**src/rtl/command_receiver_pkg.sv**
```systemverilog
`default_nettype none
// ============================================================================
//  Module      : acc_pkg
//  Description : Shared constants and types for the command receiver.
//                Holds the UART opcode values, the result-command encoding
//                understood by vector_processing, the receiver state type and
//                the BRAM address width.
//  Revision    : 1.0 - initial release
// ============================================================================
package acc_pkg;

    // BRAM write-port address width
    localparam int BRAM_ADDR_W = 10;

    // One-byte opcodes received over UART
    localparam logic [7:0] OP_LOAD_A   = 8'h01;
    localparam logic [7:0] OP_LOAD_B   = 8'h02;
    localparam logic [7:0] OP_READ_A   = 8'h03;
    localparam logic [7:0] OP_READ_B   = 8'h04;
    localparam logic [7:0] OP_SUM      = 8'h05;
    localparam logic [7:0] OP_AVG      = 8'h06;
    localparam logic [7:0] OP_EUC_DIST = 8'h07;
    localparam logic [7:0] OP_MAN_DIST = 8'h08;

    // Result commands: [3]=valid, [2]=vector(1)/scalar(0), [1:0]=op
    localparam logic [3:0] RES_NONE     = 4'b0000;
    localparam logic [3:0] RES_READ_A   = 4'b1100;
    localparam logic [3:0] RES_READ_B   = 4'b1101;
    localparam logic [3:0] RES_SUM      = 4'b1110;
    localparam logic [3:0] RES_AVG      = 4'b1111;
    localparam logic [3:0] RES_EUC_DIST = 4'b1000;
    localparam logic [3:0] RES_MAN_DIST = 4'b1001;

    // Encoding chosen so that bit 0 is "busy" (any non-IDLE state) and
    // bit 1 is "load_active"; both outputs come straight off state flops.
    typedef enum logic [2:0] {
        IDLE      = 3'b000,
        ISSUE     = 3'b001,
        LOAD      = 3'b011,
        WAIT_DONE = 3'b101
    } rx_state_t;

    // Maps a processing opcode to its result command; RES_NONE for anything
    // that is not a processing opcode (load opcodes included).
    function automatic logic [3:0] op_to_result(input logic [7:0] op);
        logic [3:0] res;
        res = RES_NONE;
        case (op)
            OP_READ_A:   res = RES_READ_A;
            OP_READ_B:   res = RES_READ_B;
            OP_SUM:      res = RES_SUM;
            OP_AVG:      res = RES_AVG;
            OP_EUC_DIST: res = RES_EUC_DIST;
            OP_MAN_DIST: res = RES_MAN_DIST;
            default:     res = RES_NONE;
        endcase
        return res;
    endfunction

endpackage
`default_nettype wire

```
**src/rtl/command_receiver_rx_timeout.sv**
```systemverilog
`default_nettype none
// ============================================================================
//  Module      : rx_timeout
//  Description : Inter-byte timeout counter. Counts enabled cycles since the
//                last clear and flags expiry in the cycle the count sits at
//                TIMEOUT-1 with no clear pending.
//  Ports       : clk, reset (async, active-low)
//                i_clear  - synchronous clear (wins over enable)
//                i_enable - count enable
//                o_expire - high while expired and not being cleared
//  Revision    : 1.0 - initial release
// ============================================================================
module rx_timeout #(
    parameter int TIMEOUT = 1_000_000
) (
    input  logic clk,
    input  logic reset,
    input  logic i_clear,
    input  logic i_enable,
    output logic o_expire
);

    localparam int             CW      = (TIMEOUT > 1) ? $clog2(TIMEOUT) : 1;
    localparam logic [CW-1:0]  C_LIMIT = CW'(TIMEOUT - 1);

    logic [CW-1:0] r_count;

    // Saturates at the limit so an unattended counter never wraps.
    always_ff @(posedge clk or negedge reset) begin
        if (!reset) begin
            r_count <= '0;
        end else if (i_clear) begin
            r_count <= '0;
        end else if (i_enable && (r_count != C_LIMIT)) begin
            r_count <= r_count + CW'(1);
        end
    end

    // A clear in the expiry cycle (byte arrived) suppresses the expiry.
    assign o_expire = i_enable & ~i_clear & (r_count == C_LIMIT);

endmodule
`default_nettype wire

```
**src/rtl/command_receiver.sv**
```systemverilog
`default_nettype none
// ============================================================================
//  Module      : command_receiver
//  Description : Decodes UART opcodes. Load opcodes stream NBytes payload
//                bytes into BRAM_A or BRAM_B; processing opcodes issue a
//                one-cycle result command and wait for proc_done.
//  Ports       : clk, reset (async, active-low)
//                rx_data/rx_ready     - received UART byte and its strobe
//                proc_done            - vector_processing completion pulse
//                bram_we_a/_b, bram_waddr, bram_wdata - BRAM write port
//                load_active          - BRAM address mux select (LOAD state)
//                result               - {valid, vector/scalar, op[1:0]}
//                busy                 - not IDLE
//                load_done, error     - one-cycle status pulses
//  Revision    : 1.0 - initial release
// ============================================================================
module command_receiver
    import acc_pkg::*;
#(
    parameter int NBytes  = 1024,
    parameter int TIMEOUT = 1_000_000
) (
    input  logic                   clk,
    input  logic                   reset,
    input  logic [7:0]             rx_data,
    input  logic                   rx_ready,
    input  logic                   proc_done,
    output logic                   bram_we_a,
    output logic                   bram_we_b,
    output logic [BRAM_ADDR_W-1:0] bram_waddr,
    output logic [7:0]             bram_wdata,
    output logic                   load_active,
    output logic [3:0]             result,
    output logic                   busy,
    output logic                   load_done,
    output logic                   error
);

    localparam logic [BRAM_ADDR_W-1:0] C_LAST_ADDR = BRAM_ADDR_W'(NBytes - 1);

    rx_state_t              r_state;
    logic                   r_sel_b;     // load target: 0=A, 1=B
    logic [3:0]             r_res;       // latched result command
    logic [BRAM_ADDR_W-1:0] r_addr;      // next payload address
    logic                   r_last_wr;   // final write strobe is on the port
    logic                   r_we_a;
    logic                   r_we_b;
    logic [BRAM_ADDR_W-1:0] r_waddr;
    logic [7:0]             r_wdata;
    logic [3:0]             r_result;
    logic                   r_load_done;
    logic                   r_error;

    logic w_tmo_clear;
    logic w_tmo_en;
    logic w_expire;

    // Held clear outside LOAD so each load starts from zero; a byte in LOAD
    // restarts the inter-byte window.
    assign w_tmo_clear = (r_state != LOAD) | rx_ready;
    assign w_tmo_en    = (r_state == LOAD);

    rx_timeout #(
        .TIMEOUT (TIMEOUT)
    ) u_rx_timeout (
        .clk      (clk),
        .reset    (reset),
        .i_clear  (w_tmo_clear),
        .i_enable (w_tmo_en),
        .o_expire (w_expire)
    );

    always_ff @(posedge clk or negedge reset) begin
        if (!reset) begin
            r_state     <= IDLE;
            r_sel_b     <= 1'b0;
            r_res       <= RES_NONE;
            r_addr      <= '0;
            r_last_wr   <= 1'b0;
            r_we_a      <= 1'b0;
            r_we_b      <= 1'b0;
            r_waddr     <= '0;
            r_wdata     <= '0;
            r_result    <= RES_NONE;
            r_load_done <= 1'b0;
            r_error     <= 1'b0;
        end else begin
            // Pulse outputs default low every cycle
            r_we_a      <= 1'b0;
            r_we_b      <= 1'b0;
            r_result    <= RES_NONE;
            r_load_done <= 1'b0;
            r_error     <= 1'b0;

            case (r_state)
                IDLE: begin
                    if (rx_ready) begin
                        if ((rx_data == OP_LOAD_A) || (rx_data == OP_LOAD_B)) begin
                            r_sel_b   <= (rx_data == OP_LOAD_B);
                            r_addr    <= '0;
                            r_last_wr <= 1'b0;
                            r_state   <= LOAD;
                        end else if (op_to_result(rx_data) != RES_NONE) begin
                            r_res   <= op_to_result(rx_data);
                            r_state <= ISSUE;
                        end else begin
                            r_error <= 1'b1;
                        end
                    end
                end

                LOAD: begin
                    if (r_last_wr) begin
                        // Stay in LOAD through the final strobe so the address
                        // mux still selects the write port, then report.
                        r_last_wr   <= 1'b0;
                        r_load_done <= 1'b1;
                        r_state     <= IDLE;
                    end else if (rx_ready) begin
                        // A byte takes priority over a same-cycle expiry.
                        r_we_a    <= ~r_sel_b;
                        r_we_b    <= r_sel_b;
                        r_waddr   <= r_addr;
                        r_wdata   <= rx_data;
                        r_last_wr <= (r_addr == C_LAST_ADDR);
                        r_addr    <= (r_addr == C_LAST_ADDR) ? '0
                                                             : r_addr + BRAM_ADDR_W'(1);
                    end else if (w_expire) begin
                        r_error <= 1'b1;
                        r_state <= IDLE;
                    end
                end

                ISSUE: begin
                    r_result <= r_res;
                    r_state  <= WAIT_DONE;
                end

                WAIT_DONE: begin
                    // Incoming bytes are silently dropped here.
                    if (proc_done) begin
                        r_state <= IDLE;
                    end
                end

                default: begin
                    r_state <= IDLE;
                end
            endcase
        end
    end

    assign bram_we_a   = r_we_a;
    assign bram_we_b   = r_we_b;
    assign bram_waddr  = r_waddr;
    assign bram_wdata  = r_wdata;
    assign result      = r_result;
    assign load_done   = r_load_done;
    assign error       = r_error;
    assign busy        = r_state[0];
    assign load_active = r_state[1];

endmodule
`default_nettype wire

```
**config.mk**
```make
export PLATFORM = sky130hd
export DESIGN_NAME = command_receiver
export DESIGN_NICKNAME = d
export VERILOG_FILES = /design/src/rtl/command_receiver_pkg.sv /design/src/rtl/command_receiver_rx_timeout.sv /design/src/rtl/command_receiver.sv
export SDC_FILE = /design/constraint.sdc
export NUM_CORES = 1
export LEC_CHECK = 0
export BUFFER_PORTS_ARGS = -buffer_cell sky130_fd_sc_hd__buf_2
export CAP_MARGIN = 5
export CORE_UTILIZATION = 54
export CTS_CLUSTER_SIZE = 8
export DETAILED_ROUTE_END_ITERATION = 8
export GPL_TIMING_DRIVEN = 0
export PLACE_DENSITY = 0.75
export SYNTH_ARGS = -nofsm -noshare
export SYNTH_HDL_FRONTEND = slang
export SYNTH_HIERARCHICAL = 1
export SYNTH_SLANG_ARGS = --single-unit
```
**constraint.sdc**
```tcl
create_clock -name clk -period 2.8 [get_ports clk]
set_input_delay 0.28 -clock clk [delete_from_list [all_inputs] [get_ports clk]]
set_output_delay 0.28 -clock clk [all_outputs]
set_load 0.05 [all_outputs]
```
# After elaboration in Yosys (flattened, before gate mapping)
# Index checks and enable logic that the tools add are counted.
# Widths: inputs -> output; s select.
# word_totals
ff_bits	65
in_bits	12
output_inout_bits	28
elab_cells	98
# op_classes
add_sub_neg	2
eq_ne	23
muxes	41
n_bitwise	7
n_reduce_logical	12
# ops
operator	n
$mux 10	5
$mux 20	2
$eq 8x3->1 const B	4
$pmux 4 s6	1
$mux 3	7
$add 20x1->20 const B	1
$eq 20x20->1 const B	1
$ne 20x20->1 const B	1
$pmux 10 s2	1
$mux 1	18
$eq 8x2->1 const B	2
$mux 4	4
$pmux 3 s4	1
$add 10x1->10 const B	1
$eq 10x10->1 const B	1
$ne 2x2->1 const B	5
$reduce_and 5->1	2
$ne 3x3->1 const B	3
$reduce_and 3->1	3
$eq 8x1->1 const B	1
$eq 8x4->1 const B	1
$not 1->1	4
$pmux 1 s2	2
$reduce_and 4->1	1
other kinds (11)	13

# Longest topological paths before layout
# logic_depth
ltp_word	10
ltp_mapped	9
depth_no_buf	8

# Hierarchy
# The synthesis kept the hierarchy.
# by_module_without_submodules
mod	instances	cells_each	area_per_inst_um2	seq_area_each_um2
command_receiver	1	214	2145.8	1126.1
rx_timeout	1	111	1093.5	500.5

# Least setup slack after synthesis
# OpenSTA, ideal clock, no wires.
# synth_timing
path_kind	register -> register
from	reg r_state[1]
to	reg r_state[0]
t_arrival_ns	2.131
required_time_ns	2.652
path_slack_ns	0.521
path_stages_with_launch	10
path_buffers	1
synth_period_minus_slack_ns	2.279
cell_sequence	dfrtp_1 > nand3b_4 > inv_4 > nand2b_1 > clkbuf_1 > nor4_1 > nand2b_1 > nor4bb_1 > a21oi_1 > o22ai_1
# synth_between
word_cells_on_any_way	16
# synth_rtl
element	line_no	rtl
start: declaration	command_receiver.sv:41	rx_state_t r_state;
start signal: assignment	command_receiver.sv:75	r_state <= IDLE;
start signal: assignment	command_receiver.sv:102	r_state <= LOAD;
start signal: assignment	command_receiver.sv:105	r_state <= ISSUE;
$eq 3x2->1	command_receiver.sv:61	assign w_tmo_en = (r_state == LOAD);
named net w_tmo_en	command_receiver.sv:55	logic w_tmo_en;
$and 1x1->1 (2 in a row)	command_receiver_rx_timeout.sv:40	assign o_expire = i_enable & ~i_clear & (r_count == C_LIMIT);
named net w_expire	command_receiver.sv:56	logic w_expire;
$ne 3x3->1 (no line)	--	
$reduce_and 5->1 (no line)	--	
# The timed path passes the listed nets, and every way through them passes these cells.
# A chain may end at the register's enable or synchronous reset.

# Final worst setup path
# layout_timing
from	reg r_state[2]
to	reg r_state[0]
# Same word-level chain as after synthesis.

==> results.json <==
{
  "synth_cells": 325,
  "placed_cell_area_mm2": 0.003517,
  "clock_power_share": 0.378,
  "detailedPlacementHpwl_um": 4580,
  "proportion_of_layout_cells_with_a_drive_suffix_above_1": 0.2196,
  "vias_per_cell": 5.673,
  "setup_viol_count_final": 0,
  "port_buffers": 37,
  "fill_cells": 476,
  "ys_async_sr_fraction": 1.000,
  "routed-via-count": 2553,
  "cts_tree": "done",
  "data_required_time_at_the_worst_endpoint_ns": 3.06,
  "route.detailed.drc": 0,
  "clockBufferDepth": 2,
  "post_layout_power_mw": 2.031,
  "hold_violations": 0,
  "cts_setup_buffers": 0,
  "irDropWorstVdd_mv": 0.3715,
  "fin_nets": 387,
  "most_common_library_cell_in_the_layout_ignoring_fill_and_taps": "sky130_fd_sc_hd__nand2_1",
  "totalWireLength_um": 6773,
  "number_of_synthesized_flops_with_an_enable_pin": 0,
  "netSwitchingFraction": 0.2743,
  "flow.area_growth_from_synthesis_pct": 14.52,
  "powerDensity_mw_per_mm2": 547.5,
  "start_kind": "flip-flop",
  "net-switching-power_uw": 557.1,
  "global_route_wire_length_before_repair_um": 11700,
  "grt_use_total": 0.2440,
  "layout_setup_ws_ns": 0.5213,
  "reg2regPathDepth": 9,
  "worst_slew_pin_slew_ns": 0.8073,
  "path_max_fanout": 12,
  "clkSlewWorstSetupHoldPaths_ns": 0.07,
  "worstPathArrival_ns": 2.53,
  "syn_avg_cell_area_um2": 9.967,
  "post_synth_num_cell_types": 59,
  "period_share": 0.8138,
  "die_height_um": 79.45,
  "start_util": 0.5742,
  "std_cell_rows": 27,
  "maxClockFrequency_ghz": 0.4388,
  "rsz0062_at_grt": "false",
  "synth_area_mm2": 0.003239,
  "sequentialPowerShare": 0.507,
  "dp_slack_ns": 0.5258,
  "residual_antenna_violating_net_count_after_detailed_routing": 0,
  "static-leakage-power_nw": 1.849,
  "period_minus_slack_ns": 2.279,
  "design.die.area_mm2": 0.006312,
  "postLayoutCellArea_mm2": 0.003710,
  "htreeDepth": 3,
  "insertedDiodeCount": 0,
  "hold_ws_ns": 0.04061,
  "syn_nets": 339,
  "synth.yosys.warnings": 6,
  "io_pins": 40,
  "final_cell_mix": "sky130_fd_sc_hd__nand2_1 (66), sky130_fd_sc_hd__dfrtp_1 (65), sky130_fd_sc_hd__buf_2 (39), sky130_fd_sc_hd__nor2_1 (23), sky130_fd_sc_hd__o21ai_0 (14)",
  "finalWeightedCongestion": 0.8668,
  "first_pass_iters": 4,
  "floorplan_core_area_mm2": 0.005642,
  "maximum_number_of_pins_on_one_net_before_global_route_repair": 66,
  "cap_viol_max_count": 0,
  "power_report.internal_total_mw": 1.474,
  "worst_path_class_setup": "reg2reg",
  "number_of_global_route_vias_before_repair": 2516,
  "antenna_found_initial": 0,
  "outcome": "finished clean",
  "min-delay-path-class": "in2async",
  "clock-sinks": 65,
  "slew_headroom": 0.4618,
  "synth_ff_type": "sky130_fd_sc_hd__dfrtp_1",
  "ctsHoldBuffers": 0,
  "synth_top_cell_by_area": "sky130_fd_sc_hd__dfrtp_1",
  "yosys.area.top_type_share": 0.5021,
  "cp-end-kind": "flip-flop",
  "cts_root_buffer": "sky130_fd_sc_hd__clkbuf_8",
  "insertion_delay_ns": 0.34,
  "final.setup_skew_ns": 0.006239,
  "finalMaxSlewViolations": 0,
  "setup_tns_ns": 0,
  "post_drt_wl_per_cell_um": 15.05,
  "seq_area_frac_synth": 0.5021,
  "die-width_um": 79.45,
  "synth-seq-cells": 65,
  "ys_top_cells_by_area": "sky130_fd_sc_hd__dfrtp_1 (50%), sky130_fd_sc_hd__nand2_1 (7.6%), sky130_fd_sc_hd__xor2_1 (2.7%)",
  "fraction_of_power_consumed_by_combinational_cells": 0.115,
  "number_of_buffers_created_by_cts": 9,
  "cts_resized": 0,
  "first_iter_violations": 154,
  "gr-total-overflow": 0
}
[power by group through the flow]
| stage | combinational [mW] | sequential (mW) | clock (mW) |
|---|---|---|---|
| final | 0.233 | 1.03 | 0.769 |
| after global routing | 0.256 | 1.04 | 0.824 |
| after CTS | 0.238 | 1.03 | 0.778 |
| after global placement | 0.231 | 1.05 | 0 |
| after detailed placement | 0.238 | 1.05 | 0 |
| after floorplan | 0.0947 | 1.11 | 0 |
[final timing paths]
kind | start | to | slack, ns
max | r_state[2] | r_state[0] | 0.52
min in group clk | proc_done | r_state[2] | 0.14
max reg2reg | r_state[2] | r_state[0] | 0.52
min | reset | u_rx_timeout/r_count[12] | 0.04
min reg2reg | r_sel_b | bram_we_a | 0.44
max in group asynchronous | reset | bram_wdata[2] | 2.24
[sequential cells by signal, indices dropped and copies added (netlist names)]
name                  cells
u_rx_timeout/r_count     20
bram_waddr               10
r_addr                   10
bram_wdata                8
r_res                     4
result                    4
r_state                   3
bram_we_a                 1
bram_we_b                 1
error                     1
load_done                 1
r_last_wr                 1
r_sel_b                   1
[worst max-delay path, cell delays in order, from the launching register on]
cell and delay, ns:
sky130_fd_sc_hd__dfrtp_1 0.51, sky130_fd_sc_hd__nand3b_4 0.27, sky130_fd_sc_hd__inv_4 0.10, sky130_fd_sc_hd__nand2b_1 0.15, sky130_fd_sc_hd__clkbuf_1 0.41, sky130_fd_sc_hd__nor4_1 0.13
sky130_fd_sc_hd__nand2b_1 0.13, sky130_fd_sc_hd__nor4bb_1 0.29, sky130_fd_sc_hd__a21oi_1 0.06, sky130_fd_sc_hd__o22ai_1 0.16
[cell usage after synthesis, types with 2 or more instances]
| cell | instances |
|---|---|
| sky130_fd_sc_hd__nand2_1 | 66 |
| sky130_fd_sc_hd__dfrtp_1 | 65 |
| sky130_fd_sc_hd__nor2_1 | 23 |
| sky130_fd_sc_hd__o21ai_0 | 14 |
| sky130_fd_sc_hd__nand3_1 | 11 |
| sky130_fd_sc_hd__a21oi_1 | 10 |
| sky130_fd_sc_hd__xor2_1 | 10 |
| sky130_fd_sc_hd__inv_1 | 7 |
| sky130_fd_sc_hd__nor3_1 | 7 |
| sky130_fd_sc_hd__and2_1 | 6 |
| sky130_fd_sc_hd__and3_1 | 6 |
| sky130_fd_sc_hd__buf_4 | 6 |
| sky130_fd_sc_hd__a21o_1 | 5 |
| sky130_fd_sc_hd__a22o_1 | 5 |
| sky130_fd_sc_hd__nand2b_1 | 5 |
| sky130_fd_sc_hd__or3_1 | 5 |
| sky130_fd_sc_hd__nand4_2 | 4 |
| sky130_fd_sc_hd__nor4_1 | 4 |
| sky130_fd_sc_hd__and4_1 | 3 |
| sky130_fd_sc_hd__buf_2 | 3 |
| sky130_fd_sc_hd__nand3b_1 | 3 |
| sky130_fd_sc_hd__nand4_1 | 3 |
| sky130_fd_sc_hd__nor2b_1 | 3 |
| sky130_fd_sc_hd__o211ai_1 | 3 |
| sky130_fd_sc_hd__o22ai_1 | 3 |
| sky130_fd_sc_hd__o31ai_1 | 3 |
| sky130_fd_sc_hd__or4_1 | 3 |
| sky130_fd_sc_hd__xnor2_1 | 3 |
| sky130_fd_sc_hd__and4bb_2 | 2 |
| sky130_fd_sc_hd__clkbuf_1 | 2 |
| sky130_fd_sc_hd__ha_1 | 2 |
| sky130_fd_sc_hd__mux2_2 | 2 |
| sky130_fd_sc_hd__mux2i_1 | 2 |
[cell families (layout without fill, tap and decap cells)]
family / after synthesis / in the layout / synth area share
simple gates: 165 / 165 / 0.2874
flops: 65 / 65 / 0.5021
compound gates: 55 / 55 / 0.1155
buf+inv: 20 / 73 / 0.03438
xor+xnor: 13 / 13 / 0.03515
mux: 5 / 5 / 0.01777
fa+ha+maj: 2 / 2 / 0.007724
[layer usage]
| metal | global-route usage | vias up | part of all wire |
|---|---|---|---|
| li1 | - | 1243 | - |
| met1 | 0.3110 | 1246 | 0.47 |
| met2 | 0.3778 | 56 | 0.47 |
| met3 | 0.06857 | 8 | 0.049 |
| met4 | 0.1255 | 0 | 0.012 |
| met5 | 0 | - | 0 |
[layout make-up]
| class | instances | area, um^2 | share of cell area |
|---|---|---|---|
| Tap cell | 72 | 90.09 | 0.02428 |
| Sequential cell | 65 | 1627 | 0.4384 |
| Inverter | 8 | 32.53 | 0.008769 |
| Clock buffer | 14 | 182.7 | 0.04924 |
| Buffer | 12 | 78.83 | 0.02125 |
| Clock inverter | 2 | 10.01 | 0.002698 |
| Timing Repair Buffer | 37 | 187.7 | 0.05059 |
| Multi-Input combinational cell | 240 | 1501 | 0.4047 |
[metrics by stage]
step                        util  instances
after global routing      0.6576        450
final                     0.6576        450
after detailed placement  0.6234        434
after floorplan                -        325
after global placement    0.6230        434
after CTS                 0.6576        450
Power figures use the tool's default switching activity.
